`config.mk`:
```
export PLATFORM = sky130hd
export DESIGN_NAME = miss_wakeup_tracker
export DESIGN_NICKNAME = d
export VERILOG_FILES = /design/src/rtl/miss_wakeup_tracker.sv
export SDC_FILE = /design/constraint.sdc
export NUM_CORES = 1
export LEC_CHECK = 0
export CAP_MARGIN = 10
export CORE_ASPECT_RATIO = 1.2
export CORE_MARGIN = 2
export CORE_UTILIZATION = 45
export CTS_CLUSTER_SIZE = 25
export DETAILED_ROUTE_END_ITERATION = 8
export HOLD_SLACK_MARGIN = 0.08
export PLACE_DENSITY = 0.78
export SLEW_MARGIN = 40
export SYNTH_ARGS = -nofsm -noshare
export SYNTH_HDL_FRONTEND = slang
export SYNTH_HIERARCHICAL = 1
export SYNTH_SLANG_ARGS = --single-unit
```
`constraint.sdc`:
```
create_clock -name clk -period 3.1 [get_ports clk]
set_input_delay 0.465 -clock clk [delete_from_list [all_inputs] [get_ports clk]]
set_output_delay 0.465 -clock clk [all_outputs]
set_load 0.01 [all_outputs]
```
`src/rtl/miss_wakeup_tracker.sv`:
```
// miss_wakeup_tracker
//   Tracks outstanding dcache line misses per cache line. Each miss is
//   answered one cycle later on the rb_* bus with one of two outcomes:
//     rollback+suspend : the strand waits for the line to be filled
//     rollback+retry   : the strand replays the access
//   L2 line requests are sent through a valid/ready port. When a line fill
//   arrives, every strand waiting on that line is woken on resume_strand.
//
// Ports
//   clk, reset           single clock; synchronous active-high reset
//   miss_*               miss report: strand index, line address, vector lane
//   fill_valid/fill_addr L1 line fill completion
//   mem_req_*            line request to L2 (valid/addr out, ready in)
//   rb_*                 registered one-hot rollback / suspend / retry, plus lane
//   resume_strand        registered bitmap of strands woken by a fill

// One pending-miss entry: valid, issued, line address and waiter mask.
// If free and alloc are both asserted, free wins. The top never does this,
// because it only allocates entries that are currently invalid.
module miss_wakeup_entry #(
  parameter int STRANDS         = 4,
  parameter int LINE_ADDR_WIDTH = 26
) (
  input  logic                       clk,
  input  logic                       reset,
  input  logic                       alloc_i,
  input  logic                       waiter_set_i,
  input  logic                       free_i,
  input  logic                       issue_i,
  input  logic [LINE_ADDR_WIDTH-1:0] new_addr_i,
  input  logic [STRANDS-1:0]         new_mask_i,
  input  logic [LINE_ADDR_WIDTH-1:0] miss_addr_i,
  input  logic [LINE_ADDR_WIDTH-1:0] fill_addr_i,
  output logic                       valid_o,
  output logic                       issued_o,
  output logic [LINE_ADDR_WIDTH-1:0] addr_o,
  output logic [STRANDS-1:0]         mask_o,
  output logic                       miss_hit_o,
  output logic                       fill_hit_o
);
  logic                       valid_q,  valid_d;
  logic                       issued_q, issued_d;
  logic [LINE_ADDR_WIDTH-1:0] addr_q,   addr_d;
  logic [STRANDS-1:0]         mask_q,   mask_d;

  always_comb begin
    valid_d  = valid_q;
    issued_d = issued_q;
    addr_d   = addr_q;
    mask_d   = mask_q;
    if (free_i) begin
      valid_d  = 1'b0;
      issued_d = 1'b0;
      mask_d   = '0;
    end else if (alloc_i) begin
      valid_d  = 1'b1;
      issued_d = 1'b0;
      addr_d   = new_addr_i;
      mask_d   = new_mask_i;
    end else begin
      if (waiter_set_i) mask_d   = mask_q | new_mask_i;
      if (issue_i)      issued_d = 1'b1;
    end
  end

  always_ff @(posedge clk) begin
    if (reset) begin
      valid_q  <= 1'b0;
      issued_q <= 1'b0;
      addr_q   <= '0;
      mask_q   <= '0;
    end else begin
      valid_q  <= valid_d;
      issued_q <= issued_d;
      addr_q   <= addr_d;
      mask_q   <= mask_d;
    end
  end

  assign valid_o    = valid_q;
  assign issued_o   = issued_q;
  assign addr_o     = addr_q;
  assign mask_o     = mask_q;
  assign miss_hit_o = valid_q && (addr_q == miss_addr_i);
  assign fill_hit_o = valid_q && (addr_q == fill_addr_i);
endmodule

module miss_wakeup_tracker #(
  parameter int STRANDS         = 4,
  parameter int ENTRIES         = 4,
  parameter int LINE_ADDR_WIDTH = 26
) (
  input  logic                       clk,
  input  logic                       reset,
  input  logic                       miss_valid,
  input  logic [$clog2(STRANDS)-1:0] miss_strand,
  input  logic [LINE_ADDR_WIDTH-1:0] miss_addr,
  input  logic [3:0]                 miss_lane,
  input  logic                       fill_valid,
  input  logic [LINE_ADDR_WIDTH-1:0] fill_addr,
  output logic                       mem_req_valid,
  output logic [LINE_ADDR_WIDTH-1:0] mem_req_addr,
  input  logic                       mem_req_ready,
  output logic [STRANDS-1:0]         rb_rollback_strand,
  output logic [STRANDS-1:0]         rb_suspend_strand,
  output logic [STRANDS-1:0]         rb_retry_strand,
  output logic [3:0]                 rb_rollback_reg_lane,
  output logic [STRANDS-1:0]         resume_strand
);
  localparam int EW = (ENTRIES > 1) ? $clog2(ENTRIES) : 1;

  logic [ENTRIES-1:0]                      ent_valid, ent_issued, ent_miss_hit, ent_fill_hit;
  logic [ENTRIES-1:0][LINE_ADDR_WIDTH-1:0] ent_addr;
  logic [ENTRIES-1:0][STRANDS-1:0]         ent_mask;
  logic [ENTRIES-1:0]                      alloc_vec, waiter_vec, free_vec, issue_vec;

  logic [STRANDS-1:0] strand_bit, all_waiters;
  logic               bypass, any_hit, free_found;
  logic [EW-1:0]      free_idx;

  logic [STRANDS-1:0]         rollback_q, rollback_d, suspend_q, suspend_d;
  logic [STRANDS-1:0]         retry_q, retry_d, resume_q, resume_d;
  logic [3:0]                 lane_q, lane_d;
  logic                       req_valid_q, req_valid_d;
  logic [LINE_ADDR_WIDTH-1:0] req_addr_q, req_addr_d;
  logic [EW-1:0]              req_idx_q, req_idx_d;

  // Entry state as it will look after this edge. The L2 request is chosen
  // from this view, so a newly allocated entry is offered in the same cycle
  // its rb_* response appears.
  logic [ENTRIES-1:0]                      valid_nx, issued_nx;
  logic [ENTRIES-1:0][LINE_ADDR_WIDTH-1:0] addr_nx;
  logic                                    req_fire, req_hold;

  for (genvar e = 0; e < ENTRIES; e++) begin : g_ent
    miss_wakeup_entry #(
      .STRANDS        (STRANDS),
      .LINE_ADDR_WIDTH(LINE_ADDR_WIDTH)
    ) u_ent (
      .clk         (clk),
      .reset       (reset),
      .alloc_i     (alloc_vec[e]),
      .waiter_set_i(waiter_vec[e]),
      .free_i      (free_vec[e]),
      .issue_i     (issue_vec[e]),
      .new_addr_i  (miss_addr),
      .new_mask_i  (strand_bit),
      .miss_addr_i (miss_addr),
      .fill_addr_i (fill_addr),
      .valid_o     (ent_valid[e]),
      .issued_o    (ent_issued[e]),
      .addr_o      (ent_addr[e]),
      .mask_o      (ent_mask[e]),
      .miss_hit_o  (ent_miss_hit[e]),
      .fill_hit_o  (ent_fill_hit[e])
    );
  end

  assign strand_bit = STRANDS'(1) << miss_strand;
  assign bypass     = miss_valid && fill_valid && (miss_addr == fill_addr);
  assign any_hit    = |ent_miss_hit;
  assign free_vec   = fill_valid ? ent_fill_hit : '0;
  assign req_fire   = req_valid_q && mem_req_ready;

  always_comb begin
    free_found  = 1'b0;
    free_idx    = '0;
    all_waiters = '0;
    resume_d    = '0;
    issue_vec   = '0;
    for (int i = 0; i < ENTRIES; i++) begin
      if (!ent_valid[i] && !free_found) begin
        free_found = 1'b1;
        free_idx   = EW'(i);
      end
      if (ent_valid[i]) all_waiters = all_waiters | ent_mask[i];
      if (free_vec[i])  resume_d    = resume_d | ent_mask[i];
    end
    if (req_fire) issue_vec[req_idx_q] = 1'b1;
  end

  // Miss outcome. A fill to the same line in the same cycle takes priority:
  // the data is arriving now, so the strand replays instead of waiting.
  // A miss that matches a pending line joins that entry. Only a miss with
  // no matching line takes a new entry, and only if one is free.
  always_comb begin
    rollback_d = '0;
    suspend_d  = '0;
    retry_d    = '0;
    lane_d     = '0;
    alloc_vec  = '0;
    waiter_vec = '0;
    if (miss_valid) begin
      rollback_d = strand_bit;
      lane_d     = miss_lane;
      if (bypass) begin
        retry_d = strand_bit;
      end else if (any_hit) begin
        waiter_vec = ent_miss_hit;
        suspend_d  = strand_bit;
      end else if (free_found) begin
        alloc_vec[free_idx] = 1'b1;
        suspend_d           = strand_bit;
      end else begin
        retry_d = strand_bit;
      end
    end
  end

  // The offered request stays fixed until it is accepted, even if a
  // lower-index entry is allocated in the meantime. If a fill frees the
  // offered entry, it is dropped and the next candidate is chosen.
  always_comb begin
    for (int i = 0; i < ENTRIES; i++) begin
      valid_nx[i]  = alloc_vec[i] | (ent_valid[i] & ~free_vec[i]);
      issued_nx[i] = ~alloc_vec[i] & (ent_issued[i] | issue_vec[i]);
      addr_nx[i]   = alloc_vec[i] ? miss_addr : ent_addr[i];
    end
    req_hold    = req_valid_q && !mem_req_ready && !free_vec[req_idx_q];
    req_valid_d = req_valid_q;
    req_addr_d  = req_addr_q;
    req_idx_d   = req_idx_q;
    if (!req_hold) begin
      req_valid_d = 1'b0;
      req_addr_d  = '0;
      req_idx_d   = '0;
      for (int i = ENTRIES - 1; i >= 0; i--) begin
        if (valid_nx[i] && !issued_nx[i]) begin
          req_valid_d = 1'b1;
          req_addr_d  = addr_nx[i];
          req_idx_d   = EW'(i);
        end
      end
    end
  end

  always_ff @(posedge clk) begin
    if (reset) begin
      rollback_q  <= '0;
      suspend_q   <= '0;
      retry_q     <= '0;
      lane_q      <= '0;
      resume_q    <= '0;
      req_valid_q <= 1'b0;
      req_addr_q  <= '0;
      req_idx_q   <= '0;
    end else begin
      rollback_q  <= rollback_d;
      suspend_q   <= suspend_d;
      retry_q     <= retry_d;
      lane_q      <= lane_d;
      resume_q    <= resume_d;
      req_valid_q <= req_valid_d;
      req_addr_q  <= req_addr_d;
      req_idx_q   <= req_idx_d;
    end
  end

  assign rb_rollback_strand   = rollback_q;
  assign rb_suspend_strand    = suspend_q;
  assign rb_retry_strand      = retry_q;
  assign rb_rollback_reg_lane = lane_q;
  assign resume_strand        = resume_q;
  assign mem_req_valid        = req_valid_q;
  assign mem_req_addr         = req_addr_q;

  // A strand that is already waiting on a line is suspended, so it cannot
  // report another miss.
  a_no_dup_waiter: assert property (@(posedge clk) disable iff (reset)
    !(miss_valid && |(all_waiters & strand_bit)));
endmodule

```
==> impl_metrics.py <==
metrics = {
    "run_status": {
        "violations": "negative setup slack",
        "outcome": "finished, violations left",
    },
    "placement": {
        "dpl_cell_area_um2": 13800,
        "portBuffers": 109,
        "dpl.hpwl_um": 33200,
        "gp_congestion": 1.10,
    },
    "layout": {
        "drive_above_1_share": 0.317,
        "post-route-util": 0.707,
        "stdcell_area_um2": 16000,
        "areaGrowthSynthToFinish_pct": 53.5,
        "finish.net_count": 1658,
        "diodes": 0,
    },
    "worst_setup_path": {
        "path_depth": 12,
        "end_kind": "register",
        "r2r-start": "g_ent[0].u_ent/addr_o[13]",
        "critPathRequiredTime_ps": 3400,
        "worstSetupEndpoint": "mem_req_addr[1]",
        "timing.critical_path.cells": "clkdlybuf4s50_1 -> buf_4 -> xnor2_1 -> nand4_1 -> nor4_4 -> and2_4 -> nor4_2 -> a311o_2 -> buf_6 -> buf_16 -> a221oi_2 -> o32ai_1",
        "start_kind": "primary input",
        "cp_max_fo": 6,
        "worst-endpoint-arrival_ps": 3490,
        "r2r_slack_ps": -80,
        "crit_type": "primary input to register",
        "critPathTopFamily": "buffers and inverters",
        "slowest_stage": "clkdlybuf4s50_1",
        "slowest_delay_ps": 510,
        "rr_worst_depth": 11,
        "cp-startpoint": "fill_addr[14]",
        "timing.rr.end": "mem_req_addr[1]",
        "worst-path-buf-inv": 4,
    },
    "drt": {
        "wl_per_cell_um": 25.9,
        "vias_per_cell": 6.29,
        "drtPass1Iterations": 6,
        "num_vias": 12070,
        "routed_wl_um": 49600,
        "first_iter_violations": 1459,
        "ant_nets": 0,
        "drcViolationCount": 0,
    },
    "clock_tree": {
        "cts_tree": "done",
        "clk_latency_ps": 440,
        "hold_buffers": 0,
        "numCtsBuffers": 17,
        "cts_sinks": 177,
        "clk_pin_slew_ps": 70,
        "cts_max_path_buffers": 2,
        "root_buffer": "clkbuf_16",
        "cts_max_level": 4,
    },
    "grt": {
        "grt_pass1_wl_um": 70000,
        "overflow": 0,
        "grt_pass1_vias": 11731,
        "grt_use_total": 0.390,
        "grt_max_degree": 120,
        "antenna_found_initial": 1,
    },
    "logic_synthesis": {
        "synth_xor_area_frac": 0.197,
        "synth_seq_cells": 177,
        "syn_inst": 1259,
        "ys_types": 54,
        "avgSynthCellArea_um2": 8.27,
        "ys_seq_area_frac": 0.340,
        "synth.mux.area_fraction": 0.00108,
        "syn_area_um2": 10400,
        "synth_top_family_by_area": "compound AO/OA/AOI/OAI gates",
        "synthSimpleGateAreaFrac": 0.206,
        "yosys.area_share.adder": 0,
        "yosysWarnings": 6,
        "synth_nets": 1322,
        "synth_compound_area_frac": 0.220,
    },
    "pwr": {
        "ir_worst_vdd_mv": 0.385,
        "p_leak_uw": 0.00580,
        "power.density_nw_per_um2": 410,
    },
    "floorplan": {
        "die_h_um": 171,
        "coreArea_um2": 22600,
        "io_pins": 110,
        "initial_core_util": 0.461,
        "rows": 60,
        "die-area_um2": 24400,
        "die_width_um": 143,
    },
    "sta": {
        "holdWs_ps": 449,
        "setup_violations": 33,
        "final_hold_viol_count": 0,
        "fin_skew_ps": 12.2,
        "max_freq_ghz": 0.313,
        "worst_pin_slew_ps": 679,
        "slew_headroom": 0.547,
        "rsz0062_at_grt": "true",
        "setup_slack_ps": -90.2,
        "slew_violations": 0,
        "period_minus_slack_ps": 3190,
        "finalCritPeriodShare": 1.03,
        "fin_tns_setup_ps": -1060,
    },
    "worst_hold_path": {
        "worstHoldPathType": "primary input to register",
    },
    "flow_run": {
        "cap_violations": 0,
    },
}
==> routing by layer <==
metal	up-vias	GRT usage	share of wire
met3	307	0.105	0.11
met5	-	0	0
met1	5658	0.440	0.34
met4	0	0.298	0.098
met2	928	0.626	0.45
li1	5177	-	-
==> worst reg2reg max path, delay by kind of cell, from the launching register on <==
kind	cells	cell delay, ps
AND/OR/NAND/NOR	5	1470
AO/OA/AOI/OAI	3	700
flip-flops	1	350
buffers and inverters	2	330
XOR/XNOR	1	200
==> flip-flops by register name, indices dropped and copies added (netlist names) <==
name                  count
g_ent.u_ent/addr_o      104
resume_strand             4
rb_suspend_strand         4
mem_req_addr             26
req_idx_q                 2
rb_rollback_strand        4
g_ent.u_ent/issued_o      4
g_ent.u_ent/valid_o       4
rb_rollback_reg_lane      4
g_ent.u_ent/mask_o       16
rb_retry_strand           4
mem_req_valid             1
==> worst min path at each step <==
stage	to	startpoint	depth (start not counted)	slack, ps
floorplan	g_ent[2].u_ent/mask_o[0]	g_ent[2].u_ent/mask_o[0]	2	450
global placement	g_ent[2].u_ent/mask_o[3]	g_ent[2].u_ent/mask_o[3]	2	460
detailed placement	g_ent[0].u_ent/mask_o[3]	g_ent[0].u_ent/mask_o[3]	2	460
CTS	req_idx_q[1]	reset	2	430
global route	req_idx_q[1]	reset	2	440
finish	req_idx_q[1]	reset	2	450
==> through the flow <==
step,instances,setup WS [ps],power (uW)
after floorplan,1259,-4.51,3090
after global placement,1859,-1150,3850
after detailed placement,1859,-1170,3870
after CTS,1909,1.11,6410
after global routing,1918,-114,6710
final,1918,-90.2,6550
==> placed cells by master (no fill, tap or decap), drive strengths merged, types with 4 or more instances in the layout <==
cell type      Yosys  final
a21oi            128    128
nand4             55     55
o32ai             25     25
o211ai            27     27
inv                8     12
clkdlybuf4s15      0      6
nor2b              8      8
clkbuf            69     31
nor4              14     14
a221oi            51     51
buf               14    289
nor3               6      6
dlymetal6s2s       0     10
dfxtp            177    177
o21bai            25     25
bufinv             0      5
or2                4      4
and2              16     16
a22oi              8      8
clkdlybuf4s50      0     67
dlygate4sd2        0     15
xnor2            234    234
clkinv             0      5
nand2b            22     22
o22a              25     25
nor2              53     53
nand3             18     18
o21ai             20     20
nand2            219    219
or4                8      8
and3               4      4
==> layout make-up <==
type | count | area (um2)
clock buffers | 18 | 429
repair buffers | 400 | 3770
flip-flops and latches | 177 | 3580
well taps | 310 | 388
clock inverters | 14 | 225
fillers | 1695 | 6620
inverters | 8 | 30.0
multi-input cells | 991 | 7560
==> synth_stat cells (all sizes together) <==
cell type,number,share of area
o41ai,1,0.00084
xnor2,234,0.20
and3,4,0.0024
o22a,25,0.021
o21bai,25,0.018
a2111oi,2,0.0035
a22oi,8,0.0058
mux2,1,0.0011
o2bb2ai,1,0.00084
nor2b,8,0.0048
or3,1,0.00060
nor4,14,0.019
nand3b,1,0.00072
o32ai,25,0.024
or4,8,0.0058
inv,8,0.0029
nor4b,1,0.0014
nor2,53,0.019
o211ai,27,0.019
nand3,18,0.0091
and2,16,0.0096
o21ai,20,0.0096
or4b,1,0.00096
o21a,1,0.00072
and4bb,1,0.0012
a311o,1,0.00096
o31a,1,0.00084
a211oi,1,0.00072
dfxtp,177,0.34
nand2b,22,0.013
and3b,1,0.00084
a21oi,128,0.062
nand2,219,0.079
clkbuf,69,0.025
buf,14,0.0077
nor3,6,0.0029
or2,4,0.0024
a311oi,1,0.0025
a32o,1,0.00096
a221oi,51,0.045
o311a,1,0.00096
a31oi,3,0.0018
nand4,55,0.034
==> where the power goes <==
part / internal [uW] / switching (uW)
Clock: 1450 / 1020
Sequential: 2360 / 96.9
Combinational: 772 / 861
==> what timing repair did <==
item | in CTS | in global routing
buffers inserted | 19 | 9
pin swaps | 44 | 47
gates cloned | 3 | 5
resized for setup | 150 | 138
endpoints found under the setup margin | 165 | 120
==> cell families after synthesis <==
logic type / after synthesis
AOI/OAI and AO/OA: 323
buffers and inverters: 91
xor gates and xnor gates: 234
and+or+nand+nor: 433
muxes: 1
DFF: 177
No activity file was read; power rests on OpenSTA's default activity.
